## config.mk

```make
export PLATFORM = sky130hd
export DESIGN_NAME = mod_unit_seq_flat
export DESIGN_NICKNAME = d
export VERILOG_FILES = /design/src/rtl/mod_unit_seq_if.sv /design/src/rtl/mod_unit_seq.sv /design/src/flat_wrapper.sv
export SDC_FILE = /design/constraint.sdc
export NUM_CORES = 1
export LEC_CHECK = 0
export ABC_CLOCK_PERIOD_IN_PS = 4200
export CORE_MARGIN = 4
export CORE_UTILIZATION = 55
export CTS_CLUSTER_SIZE = 10
export DETAILED_ROUTE_END_ITERATION = 12
export PLACE_DENSITY_LB_ADDON = 0.12
export REMOVE_ABC_BUFFERS = 1
export SETUP_SLACK_MARGIN = 0.15
export SLEW_MARGIN = 20
export SYNTH_ARGS = -nofsm -noshare
export SYNTH_HDL_FRONTEND = slang
export SYNTH_SLANG_ARGS = --single-unit
```

## constraint.sdc

```tcl
create_clock -name clk -period 4.2 [get_ports clk]
set_clock_uncertainty 0.2 [all_clocks]
set_input_delay 0.63 -clock clk [delete_from_list [all_inputs] [get_ports clk]]
set_output_delay 0.63 -clock clk [all_outputs]
set_load 0.02 [all_outputs]
```

## src/rtl/mod_unit_seq_if.sv

```systemverilog
// -----------------------------------------------------------------------------
// mod_unit_seq_if
//   Request/response bundle between the ALU control and the sequential modulo
//   unit (mod_unit_seq).
//
//   Signals:
//     start     control -> unit  request a new A mod B (sampled in IDLE only)
//     a         control -> unit  dividend, captured on the accepted start
//     b         control -> unit  divisor, captured on the accepted start
//     busy      unit -> control  high while the shift-subtract loop runs
//     done      unit -> control  one-cycle pulse, result is valid
//     div_zero  unit -> control  captured divisor was zero (held until next start)
//     result    unit -> control  registered remainder (feeds the ALU MOD mux leg)
//
//   Modports:
//     master  ALU control side
//     slave   modulo unit side
// -----------------------------------------------------------------------------
interface mod_unit_seq_if #(
  parameter int unsigned WIDTH = 32
);

  logic             start;
  logic [WIDTH-1:0] a;
  logic [WIDTH-1:0] b;
  logic             busy;
  logic             done;
  logic             div_zero;
  logic [WIDTH-1:0] result;

  modport master (
    output start,
    output a,
    output b,
    input  busy,
    input  done,
    input  div_zero,
    input  result
  );

  modport slave (
    input  start,
    input  a,
    input  b,
    output busy,
    output done,
    output div_zero,
    output result
  );

endinterface

```

## src/rtl/mod_unit_seq.sv

```systemverilog
// -----------------------------------------------------------------------------
// mod_unit_seq
//   Multi-cycle A mod B for the MIPS ALU. Restoring shift-subtract, one
//   quotient bit per cycle, so latency is fixed at WIDTH cycles of CALC plus
//   one DONE cycle regardless of operand values. A zero divisor skips CALC and
//   returns the dividend with div_zero set.
//
//   Ports:
//     clk    system clock, all state changes on the rising edge
//     reset  synchronous, active-high; aborts any operation in flight
//     bus    mod_unit_seq_if.slave (start, a, b, busy, done, div_zero, result)
//
//   Parameters:
//     WIDTH  operand/result width; must remain 32 when driving the ALU mux
//
//   Build option:
//     MOD_SIGNED_EN  when defined, a and b are two's complement; magnitudes are
//                    divided and the remainder takes the sign of the dividend
//                    (C/MIPS semantics). When undefined the unit is purely
//                    unsigned and no abs/negate logic exists.
// -----------------------------------------------------------------------------
module mod_unit_seq #(
  parameter int unsigned WIDTH = 32
) (
  input  logic          clk,
  input  logic          reset,
  mod_unit_seq_if.slave bus
);

  localparam int unsigned CW = (WIDTH > 1) ? $clog2(WIDTH) : 1;
  localparam logic [CW-1:0] LAST_STEP = CW'(WIDTH - 1);

  typedef enum logic [1:0] {
    IDLE = 2'd0,
    CALC = 2'd1,
    DONE = 2'd2
  } state_t;

  state_t state;
  state_t state_nx;

  // Datapath registers
  logic [WIDTH-1:0] q_r;       // dividend shifting out / quotient shifting in
  logic [WIDTH-1:0] rem_r;     // partial remainder
  logic [WIDTH-1:0] dvsr_r;    // captured divisor (magnitude in signed builds)
  logic [WIDTH-1:0] result_r;  // value presented to the ALU mux
  logic             dz_r;
  logic [CW-1:0]    cnt_r;
`ifdef MOD_SIGNED_EN
  logic             neg_r;     // dividend was negative: negate final remainder
`endif

  // Combinational helpers
  logic             accept;
  logic             b_is_zero;
  logic             last_step;
  logic [WIDTH-1:0] a_mag;
  logic [WIDTH-1:0] b_mag;
  logic [WIDTH:0]   rem_sh;
  logic [WIDTH:0]   diff;
  logic             ge;
  logic [WIDTH-1:0] rem_nx;
  logic [WIDTH-1:0] q_nx;
  logic [WIDTH-1:0] rem_final;

  // ---------------------------------------------------------------------------
  // Control decode
  // ---------------------------------------------------------------------------
  always_comb begin
    accept    = (state == IDLE) && bus.start;
    b_is_zero = (bus.b == '0);
    last_step = (state == CALC) && (cnt_r == LAST_STEP);
  end

  // ---------------------------------------------------------------------------
  // Operand conditioning at capture time. In signed builds the most negative
  // value maps onto itself, which is its correct magnitude when read unsigned.
  // ---------------------------------------------------------------------------
  always_comb begin
`ifdef MOD_SIGNED_EN
    a_mag = bus.a[WIDTH-1] ? ('0 - bus.a) : bus.a;
    b_mag = bus.b[WIDTH-1] ? ('0 - bus.b) : bus.b;
`else
    a_mag = bus.a;
    b_mag = bus.b;
`endif
  end

  // ---------------------------------------------------------------------------
  // One restoring step. The shifted remainder is kept WIDTH+1 bits wide so a
  // divisor above 2^(WIDTH-1) never loses the carried-out bit; the borrow of
  // the WIDTH+1 bit subtract is the "does not fit" indication.
  // ---------------------------------------------------------------------------
  always_comb begin
    rem_sh = {rem_r, q_r[WIDTH-1]};
    diff   = rem_sh - {1'b0, dvsr_r};
    ge     = ~diff[WIDTH];
    rem_nx = ge ? diff[WIDTH-1:0] : rem_sh[WIDTH-1:0];
    q_nx   = {q_r[WIDTH-2:0], ge};
  end

  // Sign fix-up is folded into the CALC->DONE load so latency is unchanged.
  always_comb begin
`ifdef MOD_SIGNED_EN
    rem_final = neg_r ? ('0 - rem_nx) : rem_nx;
`else
    rem_final = rem_nx;
`endif
  end

  // ---------------------------------------------------------------------------
  // State machine
  // ---------------------------------------------------------------------------
  always_ff @(posedge clk) begin
    if (reset) begin
      state <= IDLE;
    end else begin
      state <= state_nx;
    end
  end

  always_comb begin
    state_nx = state;
    unique case (state)
      IDLE: begin
        if (bus.start) begin
          state_nx = b_is_zero ? DONE : CALC;
        end
      end
      CALC: begin
        if (last_step) begin
          state_nx = DONE;
        end
      end
      DONE: begin
        state_nx = IDLE;
      end
      default: begin
        state_nx = IDLE;
      end
    endcase
  end

  // ---------------------------------------------------------------------------
  // Datapath
  // ---------------------------------------------------------------------------
  always_ff @(posedge clk) begin
    if (reset) begin
      q_r      <= '0;
      rem_r    <= '0;
      dvsr_r   <= '0;
      result_r <= '0;
      dz_r     <= 1'b0;
      cnt_r    <= '0;
`ifdef MOD_SIGNED_EN
      neg_r    <= 1'b0;
`endif
    end else if (accept) begin
      if (b_is_zero) begin
        // Dividend passes through unchanged (raw, not its magnitude).
        result_r <= bus.a;
        dz_r     <= 1'b1;
      end else begin
        q_r    <= a_mag;
        dvsr_r <= b_mag;
        rem_r  <= '0;
        cnt_r  <= '0;
        dz_r   <= 1'b0;
`ifdef MOD_SIGNED_EN
        neg_r  <= bus.a[WIDTH-1];
`endif
      end
    end else if (state == CALC) begin
      rem_r <= rem_nx;
      q_r   <= q_nx;
      cnt_r <= cnt_r + CW'(1);
      // result_r holds the previous answer until the final step lands.
      if (last_step) begin
        result_r <= rem_final;
      end
    end
  end

  // ---------------------------------------------------------------------------
  // Outputs: all decoded from registers, so they are glitch-free to the mux.
  // ---------------------------------------------------------------------------
  always_comb begin
    bus.busy     = (state == CALC);
    bus.done     = (state == DONE);
    bus.div_zero = dz_r;
    bus.result   = result_r;
  end

endmodule

```

## src/flat_wrapper.sv

```systemverilog
// flat-port wrapper written by rule: the top's interface ports become plain ports
module mod_unit_seq_flat 
#(
  parameter int unsigned WIDTH = 32
)
  (clk, reset, bus_start, bus_a, bus_b, bus_busy, bus_done, bus_div_zero, bus_result);
  mod_unit_seq_if #(.WIDTH(WIDTH)) bus_i ();
  input  logic clk;
  input  logic reset;
  input wire logic [$bits(bus_i.start)-1:0] bus_start;
  input wire logic [$bits(bus_i.a)-1:0] bus_a;
  input wire logic [$bits(bus_i.b)-1:0] bus_b;
  output wire logic [$bits(bus_i.busy)-1:0] bus_busy;
  output wire logic [$bits(bus_i.done)-1:0] bus_done;
  output wire logic [$bits(bus_i.div_zero)-1:0] bus_div_zero;
  output wire logic [$bits(bus_i.result)-1:0] bus_result;
  assign bus_i.start = bus_start;
  assign bus_i.a = bus_a;
  assign bus_i.b = bus_b;
  assign bus_busy = bus_i.busy;
  assign bus_done = bus_i.done;
  assign bus_div_zero = bus_i.div_zero;
  assign bus_result = bus_i.result;
  mod_unit_seq #(.WIDTH(WIDTH)) u_core (.clk(clk), .reset(reset), .bus(bus_i));
endmodule
```

# After elaboration in Yosys (flattened, before gate mapping)
# Cells that the tools add are included.
# Widths: inputs -> output; s select.
[word_totals]
register_bits = 136
inputBits = 67
output_inout_bits = 35
elab_cells = 47
[classes]
n_addsub = 2
eq_ne = 7
muxes = 19
bitwise_logic = 2
reduce_logical = 10
[op_table]
columns = ["operator", "count"]
rows = [
  ["$mux 32", 11],
  ["$sub 33x32->33", 1],
  ["$logic_not 32->1", 1],
  ["$mux 5", 3],
  ["$mux 2", 3],
  ["$ne 2x2->1 const B", 3],
  ["$reduce_and 2->1", 3],
  ["$add 5x1->5 const B", 1],
  ["$eq 5x5->1 const B", 1],
  ["$pmux 2 s2", 1],
  ["$reduce_bool 2->1", 2],
  ["$reduce_and 3->1", 1],
  ["$eq 2x1->1 const B", 1],
  ["$eq 2x2->1 const B", 1],
  ["$logic_and 1x1->1", 2],
  ["$logic_not 2->1", 1],
  ["$ne 2x1->1 const B", 1],
  ["$not 1->1", 2],
  ["$mux 1", 1],
]

# Logic depth before layout (Yosys ltp)
# Gate-level depths: netlist of run 1.
[logic_depth]
word_depth = 5
ltp_mapped = 16
ltp_nobuf = 14

# Worst setup path before layout of run 1
# No wires, ideal clock.
[synth_path]
path_type = "reg-to-reg"
start = "register u_core.q_r[31]"
end = "register u_core.result_r[26], in the netlist u_core.bus.result[26]"
setup_time_ns = 0.125
arrival_time_ns = 2.784
required_time_ns = 3.875
path_slack_ns = 1.091
path_stages_with_launch = 15
n_path_buf = 0
synth_period_minus_slack_ns = 3.109
path_cell_list = "dfxtp_1 inv_1 ha_1 inv_1 fa_1 a21o_1 nand3_2 a211oi_1 nor3_2 o211a_1 nor2_1 a2111oi_0 o21bai_1 mux2i_1 o41a_1"
[synth_via]
elab_chain_len = 5
[synth_lines]
columns = ["item", "line", "source"]
rows = [
  ["start: declaration", "mod_unit_seq.sv:43", "logic [WIDTH-1:0] q_r;"],
  ["start signal: assignment", "mod_unit_seq.sv:164", "q_r <= a_mag;"],
  ["start signal: assignment", "mod_unit_seq.sv:175", "q_r <= q_nx;"],
  ["$sub 33x32->33", "mod_unit_seq.sv:96", "diff = rem_sh - {1'b0, dvsr_r};"],
  ["$mux 32", "mod_unit_seq.sv:98", "rem_nx = ge ? diff[WIDTH-1:0] : rem_sh[WIDTH-1:0];"],
  ["$mux 32", "mod_unit_seq.sv:178", "if (last_step) begin"],
  ["$mux 32", "mod_unit_seq.sv:173", "end else if (state == CALC) begin"],
  ["$mux 32", "mod_unit_seq.sv:158", "end else if (accept) begin"],
  ["end signal: assignment", "mod_unit_seq.sv:161", "result_r <= bus.a;"],
  ["end signal: assignment", "mod_unit_seq.sv:179", "result_r <= rem_final;"],
  ["end: declaration", "mod_unit_seq.sv:46", "logic [WIDTH-1:0] result_r;"],
]
# Every way passes these cells. The select of a mux whose other input is x is not followed.
# A chain may end at the register's enable or synchronous reset.

# Worst setup path after layout of run 1
[layout_path]
start = "register u_core.q_r[31]"
end = "register u_core.result_r[19], in the netlist u_core.bus.result[19]"
# Same word-level chain as after synthesis.

==> flow_summary.json, run 1 <==
{
  "outcome": "complete, no violations",
  "synthFlopType": "dfxtp_1",
  "die_w_um": 125,
  "vias_per_cell": 5.88,
  "dp_hpwl_um": 14300,
  "drt_iter0_markers": 613,
  "hold_path_class": "reg -> reg",
  "critPathKind": "reg -> reg",
  "worstPathCellList": "inv_1 -> ha_1 -> inv_1 -> fa_1 -> a21o_1 -> nand3_2 -> a21oi_2 -> o211ai_2 -> a31oi_4 -> a211oi_2 -> xnor2_4 -> buf_12 -> mux2_2 -> a211oi_1 -> nor3_1",
  "seqPwrFrac_pct": 25.6,
  "clk_pin_slew_worst_paths_ps": 60,
  "required_ps": 4280,
  "grt-ovfl-total": 0,
  "synth_edf_count": 0,
  "critPathMaxStageDelay_ps": 390,
  "post_dp_cell_area_mm2": 0.00869,
  "die_area_mm2": 0.0157,
  "cp-end-kind": "flop",
  "core_mm2": 0.0133,
  "fin_setup_tns_ps": 0,
  "swShare_pct": 40.0,
  "ys_ff_latch": 136,
  "antenna_found_initial": 0,
  "clockBufferDepth": 2,
  "drt-total-wl_um": 20300,
  "p_int_w": 0.00362,
  "ys_types": 68,
  "drive_gt1_share_pct": 7.54,
  "min_period_ps": 3610,
  "fp.dieH_um": 125,
  "final_antenna_net_count": 0,
  "tightest_slew_ps": 774,
  "diodes": 0,
  "design_area_mm2": 0.00925,
  "syn_avg_cell_area_um2": 7.87,
  "area_growth_pct": 22.5,
  "rows": 42,
  "drc": 0,
  "power_frac_comb_pct": 50.9,
  "grt_max_degree": 76,
  "finalHoldViolations": 0,
  "async_flop_share_pct": 0,
  "final_cell_mix": "nand2_1 (160), dfxtp_1 (136), nor2_1 (113)",
  "cts_resized": 0,
  "yosys_warnings": 0,
  "post_cts_buffers": 0,
  "slowest_stage": "fa_1",
  "cts_made_buffers": 17,
  "setup_viol": 0,
  "max_freq_mhz": 277,
  "cp_max_fo": 42,
  "clkPwrFrac_pct": 23.6,
  "pwr_density_cell_mw_per_mm2": 653,
  "syn_area_mm2": 0.00755,
  "period_share_pct": 85.9,
  "grt_pass1_vias": 6750,
  "ios": 102,
  "start_kind": "flop",
  "htreeDepth": 4,
  "cts.sinks": 136,
  "final_common_cell": "nand2_1",
  "dr_total_vias": 7191,
  "cts_root_buffer": "clkbuf_16",
  "slew_headroom_pct": 48.4,
  "fin_hold_ws_ps": 251,
  "nets": 1137,
  "cp_data_arrival_time_ps": 3690,
  "gp_congestion": 0.902,
  "leakage_nw": 3.62,
  "p_sw_w": 0.00241,
  "rsz0062_at_grt": "no",
  "totalPowerFinal_w": 0.00604,
  "finalCoreUtilization_pct": 69.3,
  "synthCells": 959,
  "clk_latency_ps": 430,
  "initial_utilization_pct": 56.6,
  "timing.critical_path.mode_cell": "inv_1",
  "seq_area_frac_synth_pct": 36.1,
  "maxCapViolCount": 0,
  "vdd_drop_max_uv": 447,
  "drv_slew": 0,
  "port_buffers": 101,
  "cts_hold_buf": 0,
  "track_usage_pct": 25.7,
  "cts_tree": "done",
  "grt_pass1_wl_um": 33000,
  "wl_per_cell_um": 16.6,
  "drt_pass1_iterations": 5
}
-- worst max-delay path: cells and delay by family, from the launching register on --
kind / cells / cell delay [ps]
compound gates: 6 / 1270
fa+ha+maj: 2 / 550
buf+inv: 3 / 380
mux: 1 / 380
flops: 1 / 320
simple gates: 2 / 190
xor+xnor: 1 / 160
-- power groups by stage --
stage | clock network, W | registers (W) | logic, W
2_1_floorplan | 0 | 0.00152 | 0.00230
6_report | 0.00142 | 0.00154 | 0.00307
4_1_cts | 0.00144 | 0.00154 | 0.00306
5_1_grt | 0.00149 | 0.00156 | 0.00338
3_3_place_gp | 0 | 0.00157 | 0.00300
3_5_place_dp | 0 | 0.00157 | 0.00302
-- Yosys cell counts, types with 4 or more instances --
master | number | area (um^2)
o211a_1 | 4 | 40.0
ha_1 | 34 | 425
and3_1 | 11 | 68.8
nand2b_1 | 6 | 37.5
xnor2_1 | 14 | 123
or2_2 | 6 | 37.5
a211oi_1 | 20 | 150
a22oi_1 | 5 | 37.5
clkbuf_1 | 52 | 195
nor2_1 | 115 | 432
a2111oi_0 | 6 | 52.6
a31o_2 | 4 | 35.0
nor4_1 | 9 | 56.3
inv_1 | 41 | 154
a21o_1 | 15 | 113
nand3_1 | 17 | 85.1
o31ai_1 | 4 | 30.0
a31o_1 | 6 | 52.6
o21ai_0 | 23 | 115
o22ai_1 | 8 | 50.1
o211ai_1 | 9 | 67.6
a311oi_1 | 35 | 307
nand2_1 | 162 | 608
nand4_1 | 5 | 31.3
xor2_1 | 10 | 87.6
o21a_1 | 4 | 30.0
nor3_1 | 22 | 110
o31a_1 | 9 | 78.8
mux2_1 | 8 | 90.1
mux2i_1 | 19 | 190
nor2b_1 | 7 | 43.8
a21oi_1 | 74 | 370
dfxtp_1 | 136 | 2720
a31oi_1 | 7 | 43.8
-- routing by layer --
metal / wire length [um] / global-route usage (%)
met5: 0 / 0
met4: 660 / 13.1
met3: 855 / 4.22
met2: 10200 / 44.1
met1: 8660 / 31.0
-- final cells by class --
cell class	count	area, um^2
fill	1116	4100
tap	176	220
clock buffer	24	492
inverter	42	158
clock inverter	8	70.1
multi-input combinational	719	4430
sequential	136	2720
timing repair buffer	119	1160
-- flip-flops by register name, indices dropped and copies added (netlist names) --
signal,cells
u_core.bus.result,32
u_core.dvsr_r,32
u_core.bus.div_zero,1
u_core.cnt_r,5
u_core.state,2
u_core.q_r,32
u_core.rem_r,32
-- path summary, 6_finish.rpt --
kind                         start               endpoint  slack (ps)  cells after the start
setup / recovery    u_core.q_r[31]  u_core.bus.result[19]         590                     15
hold / removal    u_core.dvsr_r[2]       u_core.dvsr_r[2]         250                      2
setup reg to reg    u_core.q_r[31]  u_core.bus.result[19]         590                     15
hold reg to reg   u_core.dvsr_r[2]       u_core.dvsr_r[2]         250                      2
-- stage by stage --
stage / std cells / setup WS (ps)
floorplan: 897 / -1120
global placement: 1192 / 735
detailed placement: 1192 / 664
CTS: 1224 / 591
global route: 1224 / 428
finish: 1224 / 592
-- cell families (layout without fill, tap and decap cells) --
group / count (synthesis) / after routing / synth area share, %
AOI/OAI and AO/OA: 259 / 259 / 24.3
xor gates and xnor gates: 25 / 25 / 3.00
adders and majority gates: 35 / 35 / 5.90
buffers and inverters: 104 / 193 / 5.57
DFF: 136 / 136 / 36.1
muxes: 29 / 29 / 4.01
and+or+nand+nor: 371 / 371 / 21.1
(Power assumes the default switching activity.)
==> inputs of run 2 (changes only) <==
--- a/config.mk
+++ b/config.mk
@@ -5,11 +5,12 @@
 export SDC_FILE = /design/constraint.sdc
 export NUM_CORES = 1
 export LEC_CHECK = 0
-export ABC_CLOCK_PERIOD_IN_PS = 4200
+export ABC_CLOCK_PERIOD_IN_PS = 2900
 export CORE_MARGIN = 4
 export CORE_UTILIZATION = 55
 export CTS_CLUSTER_SIZE = 10
 export DETAILED_ROUTE_END_ITERATION = 12
+export DONT_BUFFER_PORTS = 1
 export PLACE_DENSITY_LB_ADDON = 0.12
 export REMOVE_ABC_BUFFERS = 1
 export SETUP_SLACK_MARGIN = 0.15
==> constraint.sdc (replaced) <==
create_clock -name clk -period 2.9 [get_ports clk]
set_clock_uncertainty 0.2 [all_clocks]
set_input_delay 0.435 -clock clk [delete_from_list [all_inputs] [get_ports clk]]
set_output_delay 0.435 -clock clk [all_outputs]
set_load 0.02 [all_outputs]
==> run 2 against run 1 <==
  * The run now ends with negative setup slack left
  * Sequential share of layout area shrank 4.3 points
  * First-iteration DRC count grew 11%
  * Global-route usage grew 6.9 points
  * Combinational power grew to 2.8 times the previous value
  * Cell area grew 17%
  * Critical path depth grew 5
  * Sequential power grew 47%
  * Maximum frequency grew 7.0%
  * Via count grew 13%
==> flow_summary.json, run 2 (same netlist as run 1, synthesis figures left out) <==
{
  "vias_per_cell": 6.16,
  "min_period_ps": 3370,
  "final_cell_mix": "nand2_1 (149), buf_4 (133), dfxtp_1 (128)",
  "clockBufferDepth": 2,
  "dr_total_vias": 8113,
  "drv_slew": 0,
  "violations": "negative setup slack",
  "area_growth_pct": 43.7,
  "start_kind": "flop",
  "cp_data_arrival_time_ps": 3520,
  "leakage_nw": 4.41,
  "required_ps": 3050,
  "drt_iter0_markers": 683,
  "totalPowerFinal_w": 0.0133,
  "tightest_slew_ps": 703,
  "cp-startpoint": "u_core.q_r[31]",
  "r2r-start": "u_core.q_r[31]",
  "period_share_pct": 116,
  "final_common_cell": "nand2_1",
  "gp_congestion": 0.966,
  "outcome": "finished with violations",
  "track_usage_pct": 32.6,
  "r2r-end": "u_core.bus.result[0]",
  "diodes": 0,
  "cp-end-kind": "flop",
  "clk_latency_ps": 430,
  "grt-ovfl-total": 0,
  "critPathMaxStageDelay_ps": 330,
  "fp.dieH_um": 125,
  "design_area_mm2": 0.0109,
  "port_buffers": 0,
  "grt_pass1_vias": 8168,
  "dp_hpwl_um": 16700,
  "grt_pass1_wl_um": 41600,
  "r2r_slack_ps": -470,
  "cts_made_buffers": 17,
  "setup_viol": 65,
  "initial_utilization_pct": 56.6,
  "wl_per_cell_um": 20.1,
  "final_antenna_net_count": 0,
  "drt-total-wl_um": 26500,
  "worstRegToRegCells": 20,
  "grt_max_degree": 108,
  "vdd_drop_max_uv": 817,
  "die_area_mm2": 0.0157,
  "worstSetupEndpoint": "u_core.bus.result[0]",
  "critPathKind": "reg -> reg",
  "rows": 42,
  "core_mm2": 0.0133,
  "slew_headroom_pct": 52.9,
  "pwr_density_cell_mw_per_mm2": 1230,
  "cts_tree": "done",
  "maxCapViolCount": 0,
  "die_w_um": 125,
  "hold_path_class": "in -> reg",
  "cts.sinks": 136,
  "post_dp_cell_area_mm2": 0.00861,
  "cp_max_fo": 4,
  "setup_slack_ps": -471,
  "finalHoldViolations": 0,
  "drc": 0,
  "slowest_stage": "dfxtp_2",
  "htreeDepth": 4,
  "nets": 1231,
  "ios": 102,
  "worstPathCellList": "inv_2 -> ha_4 -> inv_2 -> fa_2 -> a21o_1 -> nand3_2 -> a21oi_2 -> o211ai_2 -> a31oi_4 -> a211oi_2 -> buf_4 -> xnor2_4 -> clkbuf_16 -> buf_12 -> buf_16 -> buf_6 -> nand2_4 -> o211ai_1 -> buf_4 -> a311oi_2",
  "max_freq_mhz": 297,
  "drive_gt1_share_pct": 29.2,
  "cts_root_buffer": "clkbuf_16",
  "rsz0062_at_grt": "yes",
  "clk_pin_slew_worst_paths_ps": 70,
  "antenna_found_initial": 0,
  "drt_pass1_iterations": 5
}
## run 2: cell types whose count changed in the layout (fill, tap and decap cells not counted), sizes merged
cell           before  now
inv                41   46
bufinv              1    4
buf                19  166
clkdlybuf4s50     100    0
dlygate4sd3         0   46
clkbuf             24   19
clkinv              6    4
## run 2: cell type report
class | count | area [um^2]
well taps | 176 | 220
multi-input cells | 719 | 5100
clock inverters | 14 | 213
repair buffers | 213 | 1990
fillers | 844 | 2490
inverters | 42 | 158
clock buffers | 18 | 439
flip-flops and latches | 136 | 2730
## run 2: worst max-delay path: cells and delay by family, from the launching register on
kind	cells	cell delay, ps
AND/OR/NAND/NOR	2	150
adder cells (fa/ha/maj)	2	460
buffers and inverters	8	1010
XOR/XNOR	1	100
AO/OA/AOI/OAI	7	1060
flip-flops	1	330
## run 2: layer usage
layer	vias up	wire length, um	global-route usage [%]
met4	0	1780	17.6
met1	3905	9770	35.9
li1	3758	-	-
met5	-	0	0
met3	106	1550	6.70
met2	344	13400	58.5
## run 2: worst min-delay path by stage
stage | start | endpoint | slack, ps | cells after the start
2_1_floorplan | u_core.dvsr_r[10] | u_core.dvsr_r[10] | 230 | 2
3_3_place_gp | u_core.dvsr_r[2] | u_core.dvsr_r[2] | 240 | 2
3_5_place_dp | u_core.dvsr_r[30] | u_core.dvsr_r[30] | 240 | 2
4_1_cts | reset | u_core.rem_r[31] | 0.1 | 3
5_1_grt | bus_b[1] | u_core.dvsr_r[1] | 6 | 2
6_report | bus_b[1] | u_core.dvsr_r[1] | 5 | 2
## run 2: through the flow
stage               hold WS [ps]  utilization (%)  instances  setup WS [ps]  TNS [ps]
global route                6.42             81.3       1318           -585    -31240
CTS                        0.112             79.7       1315           -406    -20680
detailed placement           242             64.5       1212           -527    -24120
global placement             239             64.5       1212           -453    -19190
floorplan                    230                -        897          -2220   -151580
finish                      4.58             81.3       1318           -471    -24400
## run 2: repair_timing
action                                  CTS  global route
buffers inserted                         20             3
endpoints found under the hold margin   112             0
hold buffers                             47             0
gates resized for setup                 137            38
endpoints found under the setup margin   65            67
gates cloned                              4             0
pin swaps                                50            20
## run 2: power breakdown
group | total (W) | leakage (nW) | internal, W | switching [W]
combinational | 0.00865 | 2.98 | 0.00462 | 0.00403
sequential | 0.00226 | 1.11 | 0.00207 | 0.000192
clock | 0.00242 | 0.313 | 0.00149 | 0.000934
total | 0.0133 | 4.41 | 0.00818 | 0.00515
